==> src/rtl/wombat_pkt_stats.sv <==
// wombat_pkt_stats: snooping packet counters and per-window egress byte throughput
module wombat_pkt_stats #(
    parameter int C_DATA_WIDTH  = 256,
    parameter int C_CNT_WIDTH   = 32,
    parameter int C_TPUT_WINDOW = 156250000
) (
    input  logic                      clk,
    input  logic                      resetn,
    input  logic                      stats_en,
    input  logic                      s_in_tvalid,
    input  logic                      s_in_tready,
    input  logic                      s_in_tlast,
    input  logic                      s_out_tvalid,
    input  logic                      s_out_tready,
    input  logic                      s_out_tlast,
    input  logic [C_DATA_WIDTH/8-1:0] s_out_tkeep,
    input  logic                      pktin_reg_clear,
    input  logic                      pktout_reg_clear,
    output logic [C_CNT_WIDTH-1:0]    pktin_reg,
    output logic [C_CNT_WIDTH-1:0]    pktout_reg,
    output logic [C_CNT_WIDTH-1:0]    tput_reg,
    output logic                      tput_update
);
    localparam int KW = C_DATA_WIDTH / 8;
    localparam int BW = $clog2(KW + 1);
    localparam int WW = $clog2(C_TPUT_WINDOW);

    logic [C_CNT_WIDTH-1:0] pin_q, pin_d, pout_q, pout_d, tput_q, tput_d, acc_q, acc_d;
    logic [WW-1:0]          wcnt_q, wcnt_d;
    logic                   upd_q, upd_d;
    logic                   out_beat, in_add, out_add, term;
    logic [BW-1:0]          bytes;
    logic [C_CNT_WIDTH:0]   pin_inc, pout_inc, acc_sum;
    logic [C_CNT_WIDTH-1:0] pin_sat, pout_sat, acc_sat;

    // byte enables of the current egress beat, counted without assuming contiguity
    always_comb begin
        bytes = '0;
        for (int i = 0; i < KW; i++) bytes = bytes + BW'(s_out_tkeep[i]);
    end

    // event decode, saturating increments and window bookkeeping
    always_comb begin
        out_beat = s_out_tvalid & s_out_tready;
        in_add   = stats_en & s_in_tvalid & s_in_tready & s_in_tlast;
        out_add  = stats_en & out_beat & s_out_tlast;
        pin_inc  = {1'b0, pin_q} + 1'b1;
        pout_inc = {1'b0, pout_q} + 1'b1;
        acc_sum  = {1'b0, acc_q} + (C_CNT_WIDTH + 1)'(out_beat ? bytes : '0);
        pin_sat  = pin_inc[C_CNT_WIDTH] ? '1 : pin_inc[C_CNT_WIDTH-1:0];
        pout_sat = pout_inc[C_CNT_WIDTH] ? '1 : pout_inc[C_CNT_WIDTH-1:0];
        acc_sat  = acc_sum[C_CNT_WIDTH] ? '1 : acc_sum[C_CNT_WIDTH-1:0];
        term     = stats_en && (wcnt_q == WW'(C_TPUT_WINDOW - 1));
        pin_d    = pktin_reg_clear ? C_CNT_WIDTH'(in_add) : (in_add ? pin_sat : pin_q);
        pout_d   = pktout_reg_clear ? C_CNT_WIDTH'(out_add) : (out_add ? pout_sat : pout_q);
        wcnt_d   = (!stats_en || term) ? '0 : wcnt_q + 1'b1;
        acc_d    = (!stats_en || term) ? '0 : acc_sat;
        tput_d   = term ? acc_sat : tput_q;
        upd_d    = term;
    end

    // state registers; the closing window's total and its update pulse land together
    always_ff @(posedge clk) begin
        if (!resetn) begin
            pin_q  <= '0;
            pout_q <= '0;
            tput_q <= '0;
            acc_q  <= '0;
            wcnt_q <= '0;
            upd_q  <= 1'b0;
        end else begin
            pin_q  <= pin_d;
            pout_q <= pout_d;
            tput_q <= tput_d;
            acc_q  <= acc_d;
            wcnt_q <= wcnt_d;
            upd_q  <= upd_d;
        end
    end

    assign pktin_reg   = pin_q;
    assign pktout_reg  = pout_q;
    assign tput_reg    = tput_q;
    assign tput_update = upd_q;
endmodule

==> config.mk <==
export PLATFORM = sky130hd
export DESIGN_NAME = wombat_pkt_stats
export DESIGN_NICKNAME = d
export VERILOG_FILES = /design/src/rtl/wombat_pkt_stats.sv
export SDC_FILE = /design/constraint.sdc
export NUM_CORES = 1
export LEC_CHECK = 0
export ABC_AREA = 1
export BUFFER_PORTS_ARGS = -buffer_cell sky130_fd_sc_hd__buf_2
export CORE_MARGIN = 4
export CORE_UTILIZATION = 60
export DETAILED_ROUTE_END_ITERATION = 16
export PLACE_DENSITY = 0.92
export SLEW_MARGIN = 20
export SYNTH_ARGS = -nofsm -noshare
export SYNTH_HDL_FRONTEND = slang
export SYNTH_SLANG_ARGS = --single-unit
==> constraint.sdc <==
create_clock -name clk -period 10.1 [get_ports clk]
set_clock_uncertainty 0.15 [all_clocks]
set_input_delay 0.505 -clock clk [delete_from_list [all_inputs] [get_ports clk]]
set_output_delay 0.505 -clock clk [all_outputs]
set_load 0.01 [all_outputs]
==> impl_metrics.csv, run 1 <==
group,metric,value,unit
floorplanning,pin_count,140,
layout,nNetsFinal,1694,
drt,antenna_left,0,
global_routing,antenna_found_initial,0,
drt,drt-total-wl,26800,µm
layout,n_antenna_cell,0,
layout,area_delta_synth_final,14.33,%
sta,finalCriticalPeriod,6.871,ns
layout,drive_gt1_share,14.18,%
outcome,status,"complete, no violations",
sta,fmax,0.1455,GHz
power_and_ir_drop,seq_power_share,36.2,%
critical_path,r2r-start,"acc_q[0]",
sta,fin_ws,3.229,ns
synthesis,synth_area_leaders,"dfxtp_1, nand2_1, inv_1",
drt,drtPass1Iterations,6,
drt,vias,10170,
floorplanning,die_area,18460,µm²
floorplanning,fp.dieH,135.9,µm
clock_tree,cts-buffers-inserted,17,
critical_path,timing.critical_path.buf_inv,6,
layout,post-route-util,70.33,%
critical_path,cp_common_cell,"fa_1",
power_and_ir_drop,swShare,32.15,%
clock_tree,cts.path.max_buffers,2,
place,gp_congestion,0.9874,
drt,initialDrtViolationCount,932,
sta,fin_crit_sh,68.03,%
clock_tree,clock_latency,0.44,ns
critical_path,worstPathRequired,10.31,ns
drt,wl_per_cell,14.58,µm
global_routing,overflow,0,
synthesis,synthCells,1481,
critical_path,path_delay_family,"adder cells",
synthesis,ys_seq_area_share,32.04,%
place,dp_hpwl,19670,µm
critical_path,cp-startpoint,"s_out_tkeep[0]",
critical_path,r2r_slack,7.13,ns
clock_tree,cts_sinks,157,
clock_tree,hold_buffers,0,
clock_tree,tritoncts,"built",
sta,hold_viol,0,
power_and_ir_drop,p_sw,560.7,µW
synthesis,yosys_warnings,0,
global_routing,grt_max_degree,41,
critical_path,worstPathArrival,7.08,ns
sta,tightest_slew,0.8850,ns
synthesis,netlist.area_leader.share,32.04,%
global_routing,grt_pass1_wl,44260,µm
synthesis,yosys.cell_types.count,47,
clock_tree,ctsResizeCount,0,
synthesis,syn_area,9808,µm²
clock_tree,clockRootBuffer,"clkbuf_16",
place,io_buffers,139,
power_and_ir_drop,p_per_area,155.6,nW/µm²
power_and_ir_drop,internal-power,1184,µW
critical_path,reg2reg_to,"tput_reg[7]",
drt,drcViolationCount,0,
critical_path,slowest_stage,"nand3_2",
critical_path,endpoint,"tput_reg[7]",
floorplanning,initial_core_util,61.52,%
synthesis,synth_seq_cells,157,
global_routing,grt_pass1_vias,9481,
critical_path,end_kind,"register",
critical_path,worstPathMaxFanout,34,
sta,slew_headroom,40.86,%
critical_path,worst_r2r_path_depth,10,
sta,finalSetupViolCount,0,
place,pre_cts_ws,2.960,ns
power_and_ir_drop,peakVddDrop,146.4,µV
global_routing,grt_usage,29.24,%
hold_path,hold_path_class,"input port to register",
floorplanning,coreArea,15940,µm²
critical_path,critPathLaunchType,"input port",
synthesis,yosys.area.top_type,"dfxtp_1",
floorplanning,die_w,135.9,µm
clock_tree,cts_setup_buffers,0,
global_routing,globalRouteMet1Util,36.30,%
clock_tree,path_clk_slew,0.07,ns
clock_tree,htreeDepth,4,
synthesis,syn_avg_cell_area,6.623,µm²
critical_path,setup.worst_path.class,"input port to register",
global_routing,busiest_layer,"met2",
floorplanning,num_rows,46,
global_routing,grtUsageMet2,51.02,%
drt,vias_per_cell,5.530,
sta,timing.hold.ws,0.2342,ns
power_and_ir_drop,pwr-share-comb,26.7,%
power_and_ir_drop,p_leak,0.004936,µW
global_routing,use_met3,4.293,%
synthesis,synth_fp_nets,1565,
critical_path,critPathMaxStageDelay,0.61,ns
critical_path,cp.depth,27,
sta,slew_violations,0,
sta,fin_setup_tns,0,ns
sta,rsz0062_at_grt,"no",
layout,nFillCells,1328,
run,cap_violations,0,
power_and_ir_drop,p_clk_share,37.1,%
## cells in the mapped netlist (all sizes together)
cell type,n
or2,7
dfxtp,157
a211oi,1
nand3b,8
fa,25
ha,16
nand4,39
xor2,26
nand2,374
a31oi,4
nor3b,5
nand3,115
nor3,49
clkinv,3
a21oi,98
o21ai,47
inv,223
o22ai,2
and3,1
nor4,4
buf,22
o21a,6
nor2,225
clkbuf,8
xnor2,13
a31o,1
and2,2
## cell type report
cell class | count | area [µm²] | share of cell area (%)
Multi-Input combinational cell | 1068 | 5660 | 50.48
Sequential cell | 157 | 3143 | 28.03
Inverter | 226 | 848.3 | 7.565
Timing Repair Buffer | 140 | 703.2 | 6.271
Clock buffer | 19 | 452.9 | 4.039
Tap cell | 216 | 270.3 | 2.410
Clock inverter | 12 | 135.1 | 1.205
## stage by stage
stage               power [µW]  cell area (µm²)  instances
finish                    1744            11210       1838
global route              1852            11210       1838
CTS                       1747            11210       1838
detailed placement        1105            10630       1807
global placement          1071            10630       1807
floorplan                997.0             9808       1481
## worst reg2reg max path, cell delays in order (launching register included)
cell	delay, ns
dfxtp_1	0.31
ha_1	0.24
fa_1	0.42
nand3_1	0.10
nand2_1	0.10
nand2_1	0.12
nand2_1	0.18
nand3_2	0.57
inv_1	0.24
nor2_1	0.27
a21oi_1	0.11
## cell usage in the layout, fill, tap and decap left out, types with 5 or more instances in the layout
cell and instances:
fa_1 25, nand3_1 108, nor2_1 209, o21ai_0 45
nor3_1 41, nor2_2 9, xnor2_1 13, inv_1 218
ha_1 16, a21oi_2 10, inv_2 5, nor2_4 5
dfxtp_1 157, xor2_1 26, a21oi_1 88, buf_2 139
nor3_2 5, nand3b_1 8, nand3_2 6, clkbuf_16 17
nand4_1 36, o21a_1 6, nand2_1 369
## power groups by stage
stage	clock, µW	sequential (µW)	combinational (µW)
global route	681	632	539
global placement	0	645	427
floorplan	0	644	353
finish	647	631	466
detailed placement	0	645	460
CTS	650	631	466
## layer usage
layer / part of all wire, % / vias up
li1: - / 4963
met1: 40 / 4665
met2: 50 / 456
met3: 7.0 / 81
met4: 3.2 / 0
met5: 0 / -
## worst min path at each step
| stage | start | to | slack, ns | cells past startpoint |
|---|---|---|---|---|
| 2_1_floorplan | wcnt_q[0] | wcnt_q[0] | 0.29 | 1 |
| 3_3_place_gp | wcnt_q[0] | wcnt_q[0] | 0.32 | 1 |
| 3_5_place_dp | wcnt_q[0] | wcnt_q[0] | 0.33 | 1 |
| 4_1_cts | pktin_reg_clear | pktin_reg[0] | 0.23 | 3 |
| 5_1_grt | pktin_reg_clear | pktin_reg[0] | 0.25 | 3 |
| 6_report | pktin_reg_clear | pktin_reg[0] | 0.23 | 3 |
## logic make-up after synthesis
| group | synth area share (%) |
|---|---|
| compound gates | 8.789 |
| xor+xnor | 3.483 |
| simple gates | 38.30 |
| flops | 32.04 |
| buf+inv | 10.24 |
| fa+ha+maj | 7.144 |
No activity file was read; power rests on OpenSTA's default activity.
==> run 2, diff against run 1 <==
CORE_UTILIZATION = 58   (was 60)
PLACE_DENSITY = 0.9   (was 0.92)
clock period = 6.9 ns   (was 10.1 ns; I/O delays follow)
==> impl_metrics.csv, run 2 (synthesis results as in run 1) <==
group,metric,value,unit
global_routing,grt_pass1_wl,45310,µm
layout,final_cell_area,11260,µm²
drt,drcViolationCount,0,
run,cap_violations,0,
layout,drive_gt1_share,14.28,%
floorplanning,die_w,138.0,µm
clock_tree,ctsResizeCount,0,
place,dp_hpwl,20350,µm
global_routing,use_met3,4.075,%
sta,finalSetupViolCount,0,
place,io_buffers,139,
global_routing,busiest_layer,"met2",
sta,rsz0062_at_grt,"no",
place,numPlacedInstances,1813,
layout,n_antenna_cell,0,
clock_tree,cts_setup_buffers,0,
clock_tree,clockRootBuffer,"clkbuf_16",
critical_path,r2r-start,"wcnt_q[0]",
global_routing,grt_pass1_vias,9476,
outcome,status,"complete, no violations",
floorplanning,die_area,19060,µm²
floorplanning,pin_count,140,
power_and_ir_drop,p_clk_share,38.2,%
critical_path,worst_r2r_path_depth,11,
drt,drt-total-wl,27080,µm
hold_path,min_delay_path_depth,3,
hold_path,min_from,"pktout_reg_clear",
sta,fmax,0.1600,GHz
hold_path,whs_endpoint,"pktout_reg[0]",
floorplanning,num_rows,47,
layout,area_delta_synth_final,14.79,%
global_routing,grt_usage,27.99,%
drt,initialDrtViolationCount,935,
power_and_ir_drop,p_per_area,229.5,nW/µm²
floorplanning,coreArea,16580,µm²
sta,tightest_slew,0.8222,ns
critical_path,worstPathArrival,6.42,ns
power_and_ir_drop,p_sw,829.8,µW
sta,fin_crit_sh,90.58,%
critical_path,end_kind,"register",
layout,stdcell_count,1845,
power_and_ir_drop,peakVddDrop,184.8,µV
critical_path,worstPathRequired,7.07,ns
drt,drtPass1Iterations,6,
sta,finalCriticalPeriod,6.250,ns
layout,layout_commonest_cell,"nand2_1",
clock_tree,cts_sinks,157,
layout,nNetsFinal,1696,
power_and_ir_drop,p_total,2583,µW
clock_tree,cts-buffers-inserted,17,
drt,antenna_left,0,
global_routing,grtUsageMet2,48.23,%
sta,slew_headroom,45.06,%
power_and_ir_drop,swShare,32.12,%
power_and_ir_drop,seq_power_share,35.9,%
drt,vias_per_cell,5.433,
critical_path,r2r_slack,3.94,ns
place,dpl_cell_area,10650,µm²
global_routing,globalRouteMet1Util,36.33,%
layout,post-route-util,67.89,%
clock_tree,tritoncts,"built",
global_routing,antenna_found_initial,0,
clock_tree,clock_latency,0.43,ns
clock_tree,hold_buffers,0,
power_and_ir_drop,internal-power,1754,µW
drt,wl_per_cell,14.68,µm
critical_path,setup.worst_path.class,"input port to register",
critical_path,reg2reg_to,"wcnt_q[9]",
sta,hold_viol,0,
global_routing,overflow,0,
power_and_ir_drop,p_leak,0.004945,µW
critical_path,critPathLaunchType,"input port",
clock_tree,path_clk_slew,0.07,ns
power_and_ir_drop,pwr-share-comb,25.9,%
clock_tree,htreeDepth,4,
layout,layout_common_cells,"nand2_1, inv_1, nor2_1, dfxtp_1, buf_2",
floorplanning,fp.dieH,138.0,µm
clock_tree,cts.path.max_buffers,2,
place,gp_congestion,0.9779,
floorplanning,initial_core_util,59.14,%
drt,vias,10020,
sta,slew_violations,0,
global_routing,grt_max_degree,41,
critical_path,worstPathMaxFanout,15,
hold_path,hold_path_class,"input port to register",
sta,fin_setup_tns,0,ns
-- run 2: cell count changes in the layout (fill, tap and decap cells not counted), sizes merged --
cell / delta
clkinv: -2
clkinvlp: +2
bufinv: +1
clkbuf: -1
inv: +1
buf: +2
-- run 2: layout make-up --
type / instances / area [µm²]
tap: 220 / 275.3
clock buffer: 18 / 429.2
inverter: 226 / 848.3
sequential: 157 / 3143
fill: 1427 / 5325
timing repair buffer: 142 / 718.2
multi-input combinational: 1068 / 5660
clock inverter: 14 / 183.9
-- run 2: per-layer routing --
layer  up-vias  routed length, µm
li1       4963                  -
met1      4618              11510
met2       377              13160
met3        65               1681
met4         0                730
met5         -                  0
-- run 2: critical path, stage by stage --
cell and delay (ns):
buf_2 0.08, inv_1 0.05, fa_1 0.50, fa_1 0.39
inv_1 0.08, fa_1 0.44, fa_1 0.52, fa_1 0.54
inv_1 0.05, fa_1 0.58, inv_1 0.06, ha_1 0.29
nand2_1 0.07, nor2_1 0.04, a211oi_1 0.31, o21ai_0 0.13
a21oi_1 0.14, ha_1 0.30, a21oi_1 0.21, nand2_1 0.14
nand2_1 0.15, nand2_1 0.18, nand3_2 0.27, buf_4 0.26
nand3_1 0.13, nor2_1 0.11, nor2_1 0.06
-- run 2: power groups by stage --
stage / clock, µW / combinational [µW] / sequential, µW
2_1_floorplan: 0 / 516 / 943
3_3_place_gp: 0 / 606 / 946
3_5_place_dp: 0 / 652 / 946
4_1_cts: 991 / 664 / 926
5_1_grt: 1040 / 780 / 926
6_report: 987 / 669 / 927
-- run 2: how the worst max path moves through the flow --
stage,to,cells after the start,slack [ns],from
6_report,tput_reg[27],27,0.65,s_out_tkeep[0]
5_1_grt,tput_reg[4],28,0.25,s_out_tkeep[0]
4_1_cts,tput_reg[3],28,0.70,s_out_tkeep[0]
3_5_place_dp,tput_reg[3],28,0.32,s_out_tkeep[0]
3_3_place_gp,tput_reg[9],28,0.48,s_out_tkeep[0]
2_1_floorplan,tput_reg[19],27,0.96,s_out_tkeep[0]
-- run 2: through the flow --
stage          hold slack (ns)  setup WS [ns]
5_1_grt                 0.1008         0.2496
6_report               0.08024         0.6500
4_1_cts                0.07364         0.7049
2_1_floorplan           0.2913         0.9566
3_5_place_dp            0.3279         0.3249
3_3_place_gp            0.3200         0.4846
==> run 3, diff against run 2 <==
RECOVER_POWER = 50   (was not set)
==> impl_metrics.csv, run 3 (synthesis results as in run 1) <==
group,metric,value,unit
clock_tree,cts-buffers-inserted,17,
clock_tree,path_clk_slew,0.07,ns
sta,fin_setup_tns,0,ns
drt,initialDrtViolationCount,937,
drt,wl_per_cell,14.71,µm
layout,area_delta_synth_final,13.28,%
floorplanning,num_rows,47,
layout,nFillCells,1485,
drt,vias,10070,
place,io_buffers,139,
critical_path,cp_common_cell,"fa_1",
sta,timing.hold.ws,0.08345,ns
sta,tightest_slew,1.390,ns
sta,fin_crit_sh,90.86,%
hold_path,hold_path_class,"input port to register",
clock_tree,hold_buffers,0,
global_routing,grt_pass1_vias,9476,
layout,stdcell_count,1845,
power_and_ir_drop,swShare,32.14,%
clock_tree,clock_latency,0.43,ns
place,numPlacedInstances,1813,
sta,finalCriticalPeriod,6.269,ns
place,gp_congestion,0.9779,
power_and_ir_drop,p_clk_share,38.2,%
clock_tree,tritoncts,"built",
floorplanning,die_w,138.0,µm
drt,vias_per_cell,5.459,
layout,n_antenna_cell,0,
outcome,status,"complete, no violations",
drt,drtPass1Iterations,7,
drt,drt-total-wl,27150,µm
critical_path,worstPathRequired,7.07,ns
critical_path,critPathLaunchType,"input port",
clock_tree,ctsResizeCount,0,
sta,slew_violations,0,
sta,hold_viol,0,
layout,drive_gt1_share,7.877,%
critical_path,critPathMaxStageDelay,0.58,ns
floorplanning,fp.dieH,138.0,µm
sta,rsz0062_at_grt,"no",
global_routing,overflow,0,
global_routing,antenna_found_initial,0,
power_and_ir_drop,internal-power,1754,µW
floorplanning,initial_core_util,59.14,%
clock_tree,htreeDepth,4,
clock_tree,clockRootBuffer,"clkbuf_16",
critical_path,slowest_stage,"fa_1",
critical_path,worstPathArrival,6.44,ns
clock_tree,cts.path.max_buffers,2,
drt,drcViolationCount,0,
layout,final_cell_area,11110,µm²
place,dpl_cell_area,10650,µm²
power_and_ir_drop,seq_power_share,35.9,%
critical_path,worstPathMaxFanout,15,
sta,fmax,0.1595,GHz
global_routing,grt_usage,27.99,%
critical_path,setup.worst_path.class,"input port to register",
power_and_ir_drop,p_total,2584,µW
floorplanning,pin_count,140,
power_and_ir_drop,pwr-share-comb,26.0,%
power_and_ir_drop,p_leak,0.004498,µW
sta,finalSetupViolCount,0,
power_and_ir_drop,p_sw,830.7,µW
floorplanning,die_area,19060,µm²
layout,layout_common_cells,"nand2_1, inv_1, nor2_1, dfxtp_1, nand3_1",
run,cap_violations,0,
layout,layout_commonest_cell,"nand2_1",
floorplanning,coreArea,16580,µm²
sta,slew_headroom,7.336,%
power_and_ir_drop,peakVddDrop,185.2,µV
global_routing,grt_max_degree,41,
critical_path,end_kind,"register",
layout,nNetsFinal,1696,
clock_tree,cts_sinks,157,
place,dp_hpwl,20350,µm
global_routing,grt_pass1_wl,45310,µm
clock_tree,cts_setup_buffers,0,
power_and_ir_drop,p_per_area,232.6,nW/µm²
drt,antenna_left,0,
-- run 3: layer usage --
layer / vias to the layer above / GRT usage, % / part of all wire (%)
met5: - / 0 / 0
met4: 0 / 8.944 / 2.6
met3: 60 / 4.075 / 6.1
met2: 376 / 48.23 / 48
met1: 4662 / 36.33 / 43
li1: 4974 / - / -
-- run 3: worst max-delay path, delay by kind of cell --
kind | cells | cell delay, ns
buf+inv | 6 | 0.59
compound gates | 4 | 0.80
simple gates | 9 | 1.15
fa+ha+maj | 8 | 3.56
-- run 3: layout make-up --
cell class,instances,area (µm²),share of cell area (%)
multi-input combinational,1068,5635,50.72
sequential,157,3143,28.29
inverter,226,848.3,7.635
timing repair buffer,142,595.6,5.360
clock buffer,18,429.2,3.863
tap,220,275.3,2.477
clock inverter,14,183.9,1.655
-- run 3: worst paths after layout --
| kind | startpoint | endpoint | slack (ns) | depth (start not counted) |
|---|---|---|---|---|
| worst max-delay path | s_out_tkeep[0] | tput_reg[27] | 0.63 | 27 |
| worst min-delay path | pktout_reg_clear | pktout_reg[0] | 0.08 | 3 |
| worst max register to register | wcnt_q[0] | wcnt_q[9] | 3.91 | 11 |
| worst min register to register | wcnt_q[4] | wcnt_q[4] | 0.34 | 2 |
-- run 3: through the flow --
stage / setup WS, ns / util, %
CTS: 0.7049 / 67.89
global placement: 0.4846 / 64.19
finish: 0.6308 / 67.00
detailed placement: 0.3249 / 64.19
floorplan: 0.9566 / -
global route: 0.2467 / 67.00
-- run 3: power by group through the flow --
stage	Combinational [µW]	Sequential, µW	Clock [µW]
CTS	664	926	991
detailed placement	652	946	0
global route	779	926	1040
finish	671	927	986
global placement	606	946	0
floorplan	516	943	0
